**src/rtl/route_tagger.sv**
```systemverilog
// -----------------------------------------------------------------------------
// route_tagger
//   Transmit-side feeder for the 2-port router. Drains two source FIFOs
//   (8-bit payload + 2-bit destination each) under round-robin arbitration.
//   It pushes 10-bit tagged words {dest, data} into the router's ingress FIFO.
//
//   Pipeline:
//     cycle N   : pop strobe, computed combinationally from registered state
//     cycle N+1 : the popped source presents data/dest; dest is checked here
//     cycle N+2 : out_word / push are presented from registers
//
// Ports
//   clk              rising-edge clock
//   reset            synchronous, active-high reset
//   src0_empty       source FIFO 0 empty
//   src1_empty       source FIFO 1 empty
//   src0_data        source 0 payload, valid the cycle after pop_src0
//   src1_data        source 1 payload, valid the cycle after pop_src1
//   src0_dest        source 0 destination, valid with src0_data
//   src1_dest        source 1 destination, valid with src1_data
//   fifo_almost_full downstream ingress FIFO has fewer than 3 free entries
//   pop_src0         read strobe to source FIFO 0
//   pop_src1         read strobe to source FIFO 1
//   out_word         tagged word {dest, data}; valid only while push = 1
//   push             write strobe to the ingress FIFO
//   error            sticky flag: an illegal destination was seen
//   tx_count         words pushed since reset, wraps modulo 2^CNT_W
// -----------------------------------------------------------------------------
module route_tagger #(
    parameter int CNT_W = 8
) (
    input  logic             clk,
    input  logic             reset,
    input  logic             src0_empty,
    input  logic             src1_empty,
    input  logic [7:0]       src0_data,
    input  logic [7:0]       src1_data,
    input  logic [1:0]       src0_dest,
    input  logic [1:0]       src1_dest,
    input  logic             fifo_almost_full,
    output logic             pop_src0,
    output logic             pop_src1,
    output logic [9:0]       out_word,
    output logic             push,
    output logic             error,
    output logic [CNT_W-1:0] tx_count
);

    typedef enum logic {
        SRC0 = 1'b0,
        SRC1 = 1'b1
    } src_e;

    // Arbitration state
    src_e             last_grant_q, last_grant_d;

    // Stage 1: a pop was issued last cycle, and from which source
    logic             s1_valid_q, s1_valid_d;
    src_e             s1_src_q, s1_src_d;

    // Output stage
    logic [9:0]       out_word_q, out_word_d;
    logic             push_q, push_d;
    logic             error_q, error_d;
    logic [CNT_W-1:0] tx_count_q, tx_count_d;

    // Arbitration and stage-1 capture
    logic eligible;
    logic grant0, grant1;

    // NOTE: every always_comb output gets a default before any branch, so no
    // path can leave a signal unassigned and infer a latch.
    always_comb begin
        eligible = !fifo_almost_full && !reset;
        grant0   = 1'b0;
        grant1   = 1'b0;
        if (eligible) begin
            if (!src0_empty && !src1_empty) begin
                // Both sources want service: serve the one not granted last.
                if (last_grant_q == SRC1) grant0 = 1'b1;
                else                      grant1 = 1'b1;
            end else if (!src0_empty) begin
                grant0 = 1'b1;
            end else if (!src1_empty) begin
                grant1 = 1'b1;
            end
        end

        last_grant_d = last_grant_q;
        if (grant0)      last_grant_d = SRC0;
        else if (grant1) last_grant_d = SRC1;

        s1_valid_d = grant0 || grant1;
        s1_src_d   = grant1 ? SRC1 : SRC0;
    end

    assign pop_src0 = grant0;
    assign pop_src1 = grant1;

    // Destination check on the data the popped source presents this cycle
    logic [7:0] sel_data;
    logic [1:0] sel_dest;
    logic       dest_legal;

    always_comb begin
        sel_data   = (s1_src_q == SRC1) ? src1_data : src0_data;
        sel_dest   = (s1_src_q == SRC1) ? src1_dest : src0_dest;
        // Only router ports 0 and 1 exist; a set MSB is an illegal destination.
        dest_legal = !sel_dest[1];

        push_d     = s1_valid_q && dest_legal;
        out_word_d = push_d ? {sel_dest, sel_data} : out_word_q;
        tx_count_d = push_d ? tx_count_q + 1'b1 : tx_count_q;
        error_d    = error_q || (s1_valid_q && !dest_legal);
    end

    // NOTE: state registers use non-blocking assignments so every flop samples
    // the values from before the edge, independent of statement order.
    always_ff @(posedge clk) begin
        if (reset) begin
            last_grant_q <= SRC1;   // source 0 wins the first contest
            s1_valid_q   <= 1'b0;   // drops any word already in flight
            s1_src_q     <= SRC0;
            out_word_q   <= '0;
            push_q       <= 1'b0;
            error_q      <= 1'b0;
            tx_count_q   <= '0;
        end else begin
            last_grant_q <= last_grant_d;
            s1_valid_q   <= s1_valid_d;
            s1_src_q     <= s1_src_d;
            out_word_q   <= out_word_d;
            push_q       <= push_d;
            error_q      <= error_d;
            tx_count_q   <= tx_count_d;
        end
    end

    assign out_word = out_word_q;
    assign push     = push_q;
    assign error    = error_q;
    assign tx_count = tx_count_q;

endmodule

```
**config.mk**
```make
export PLATFORM = sky130hd
export DESIGN_NAME = route_tagger
export DESIGN_NICKNAME = d
export VERILOG_FILES = /design/src/rtl/route_tagger.sv
export SDC_FILE = /design/constraint.sdc
export NUM_CORES = 1
export LEC_CHECK = 0
export CAP_MARGIN = 20
export CORE_ASPECT_RATIO = 1.75
export CORE_MARGIN = 4
export CORE_UTILIZATION = 35
export CTS_CLUSTER_SIZE = 14
export DETAILED_ROUTE_END_ITERATION = 10
export MAX_ROUTING_LAYER = met4
export PLACE_DENSITY = 0.8
export SLEW_MARGIN = 5
export SYNTH_ARGS = -nofsm -noshare
export SYNTH_HDL_FRONTEND = slang
export SYNTH_SLANG_ARGS = --single-unit
```
**constraint.sdc**
```tcl
create_clock -name clk -period 1.4 [get_ports clk]
set_input_delay 0.28 -clock clk [delete_from_list [all_inputs] [get_ports clk]]
set_output_delay 0.28 -clock clk [all_outputs]
set_load 0.02 [all_outputs]
```
==> results.txt <==
The run finished with clean final reports. Dividing the final minimum period by the clock period gives 0.999. The wire length reported by the detailed router is 3010 µm. The sum of net half-perimeters after detailed placement came out at 2280 µm.

The remaining routing DRC violations came out at 0. The routed layout has 1108 vias. After floorplanning, the core was sized to cover 2720 µm². The number of design-rule violations left by the first detailed-router iteration is 16. The synthesized net count came out at 134. The power density relative to cell area came out at 805 nW/µm². The die area came out at 3840 µm². The final hold violation count is 0. The later-pin clock latency in the skew report is 270 ps. The number of vias per cell came out at 5.62. Walking the worst path, the cells encountered are clkdlybuf4s15_1, inv_2, a2111oi_4, buf_4. The register area share after synthesis came out at 0.457. The class of the tightest hold or removal check is primary input to register. The number of global-route vias before repair is 1130. The iteration count of the initial detailed-routing pass came out at 4. For this design the top-level I/O count stands at 47. Each instance of the synthesized netlist takes up on average 9.34 µm².

The critical path contains buffers and inverters numbering 3 combined. VDD sags by at most 0.633 mV. The number of buffers on the longest clock path came out at 2. The global-route wire length before repair came out at 4810 µm. The clock sink total came out at 23.

The top cell type's share of synthesized area is 0.457. The number of port buffers is 46. The final layout contains 197 nets. The area overhead of the layout relative to synthesis came out at 71.6%.

The die extent in x is 48.6 µm. The highest cell delay on the worst timing path is 350 ps. The register-to-register path setup slack is 20 ps.

The standard cell area after detailed placement came out at 1600 µm². The highest fanout seen on the critical path is 2. The flip-flop and latch count after synthesis is 23.

The slew of the pin with the lowest slew margin came out at 395 ps. The worst setup path is captured at an output port. The library cell used most frequently in the layout, excluding fill and tap cells, is sky130_fd_sc_hd__dlygate4sd2_1. The worst setup path is of the primary input to output port kind. The worst setup path is launched from a primary input. Among all stages on the critical path, the largest delay is contributed by sky130_fd_sc_hd__a2111oi_4. For the final database, setup skew stands at 3.36 ps. The max-slew violation total from the final report is 0. After clock tree synthesis, the clock-pin slew on the worst setup and hold paths is 80 ps. The CTS root buffer is sky130_fd_sc_hd__clkbuf_8.

Sorting the synthesized cells by area gives the leading types as sky130_fd_sc_hd__dfxtp_1 (46%), sky130_fd_sc_hd__mux2i_1 (9.9%), sky130_fd_sc_hd__a21oi_1 (8.4%). Synthesis produced 108 cells. Data arrives at the worst endpoint at 1120 ps. The static leakage power came out at 0.706 nW. In the layout the commonest cells are sky130_fd_sc_hd__dlygate4sd2_1 (25), sky130_fd_sc_hd__buf_4 (20), sky130_fd_sc_hd__clkdlybuf4s50_1 (18). The number of maximum-capacitance violations is 0. The maximum number of pins on one net before global-route repair came out at 14. The placer congestion estimate is 0.782. Setup repair after global routing could not meet its margin everywhere.

The number of nets with antenna violations after routing came out at 0. The count of antenna diodes in the layout came out at 0. The share of cells above drive strength 1 is 0.276.

The starting density of the core is 0.371. The worst relative slew slack is 0.730. The final instance area came out at 1730 µm².

Hold repair after CTS inserted 0 buffers. The number of library cell types mapped by synthesis came out at 25. The shortest period the worst path allows is 1400 ps. The clock buffer count from CTS came out at 3. On the critical path the largest part of the delay comes from buffers and inverters.

The number of warnings printed during yosys synthesis is 0. The final setup violation count came out at 0. For this run, the top clock speed supported by timing is 715 MHz. The post-layout utilization of the core came out at 0.636.

STA puts the critical path data required time at 1120 ps. In the global route stage, overall resource usage came out at 0.158. The site row count is 25. Summing every instance area after synthesis gives 1010 µm².

The die boundary height came out at 79.0 µm. The CTS H-tree depth came out at 1. The largest total area in the synthesized netlist belongs to sky130_fd_sc_hd__dfxtp_1.

TritonCTS built the clock tree. The detailed-route wire length per cell came out at 15.3 µm. The initial antenna violation count came out at 0. The total congestion overflow after global routing came out at 0.
[worst paths after layout]
check | end | from | cells after the start
worst max-delay path | pop_src1 | src0_empty | 4
worst min-delay path | s1_src_q | src0_empty | 3
worst max register to register | tx_count[3] | s1_src_q | 3
worst min register to register | out_word[9] | out_word[9] | 1
[Yosys cell counts]
cell                        number
sky130_fd_sc_hd__or3_1           2
sky130_fd_sc_hd__nor3b_1         1
sky130_fd_sc_hd__a211oi_1        9
sky130_fd_sc_hd__o21ai_0         4
sky130_fd_sc_hd__clkbuf_1        5
sky130_fd_sc_hd__ha_1            1
sky130_fd_sc_hd__inv_1           4
sky130_fd_sc_hd__o311ai_0        1
sky130_fd_sc_hd__mux2_4          1
sky130_fd_sc_hd__a311oi_1        1
sky130_fd_sc_hd__nand3_1         3
sky130_fd_sc_hd__dfxtp_1        23
sky130_fd_sc_hd__or4_1           4
sky130_fd_sc_hd__nand4_1         3
sky130_fd_sc_hd__nand2_1         1
sky130_fd_sc_hd__nor4_1          1
sky130_fd_sc_hd__mux2i_1        10
sky130_fd_sc_hd__or2_2           1
sky130_fd_sc_hd__o31ai_1         4
sky130_fd_sc_hd__a2111oi_0       2
sky130_fd_sc_hd__a21oi_1        17
sky130_fd_sc_hd__buf_2           4
sky130_fd_sc_hd__nor3_1          1
sky130_fd_sc_hd__a31o_2          1
sky130_fd_sc_hd__nor2_1          4
[cell families (layout without fill, tap and decap cells)]
kind of cell	count (synthesis)	count (layout)	share of synthesized area
AO/OA/AOI/OAI	39	39	0.244
buffers and inverters	13	74	0.0533
flip-flops	23	23	0.457
multiplexers	11	12	0.114
adder cells (fa/ha/maj)	1	1	0.0124
AND/OR/NAND/NOR	21	21	0.119
[stage by stage]
| stage | std cells | hold WS, ps | power (mW) | setup slack, ps | setup TNS (ps) |
|---|---|---|---|---|---|
| after floorplan | 108 | 363 | 0.822 | 13.1 | 0 |
| after global placement | 189 | 461 | 0.978 | -728 | -5190 |
| after detailed placement | 189 | 471 | 0.987 | -803 | -5900 |
| after CTS | 194 | 453 | 1.39 | -64.4 | -64.4 |
| after global routing | 197 | 480 | 1.46 | -38.1 | -91.4 |
| final | 197 | 453 | 1.39 | 1.96 | 0 |
[layer usage]
metal  track usage  vias to the layer above  part of all wire
li1              -                      540                 -
met1         0.139                      517              0.37
met2         0.300                       44              0.54
met3        0.0375                        7             0.066
met4        0.0836                        0             0.022
met5             -                        -                 0
[tightest hold or removal path, delay by kind of cell]
kind            cells  cell delay (ps)
compound gates      1              100
buf+inv             2              300
[state kept, by name, summed over array words and instances (netlist names)]
signal and cells:
out_word 10, tx_count 8, last_grant_q 1, s1_src_q 1
error 1, s1_valid_q 1, push 1
[power breakdown]
part | switching, mW | leakage [nW] | total, mW | internal, mW
sequential | 0.0186 | 0.190 | 0.695 | 0.676
combinational | 0.129 | 0.491 | 0.280 | 0.151
clock | 0.220 | 0.0255 | 0.419 | 0.199
[layout make-up]
type / instances / area [µm²]
sequential: 23 / 474
timing repair buffer: 66 / 582
inverter: 4 / 15.0
multi-input combinational: 73 / 579
clock buffer: 3 / 41.3
clock inverter: 1 / 5.00
tap: 27 / 33.8
fill: 247 / 991
[repair_timing]
action                                  CTS  global route
setup buffers                             0             3
gates cloned                              1             0
resized for setup                        50            12
pin swaps                                 8             6
endpoints found under the setup margin   28             8
(Power assumes the default switching activity.)
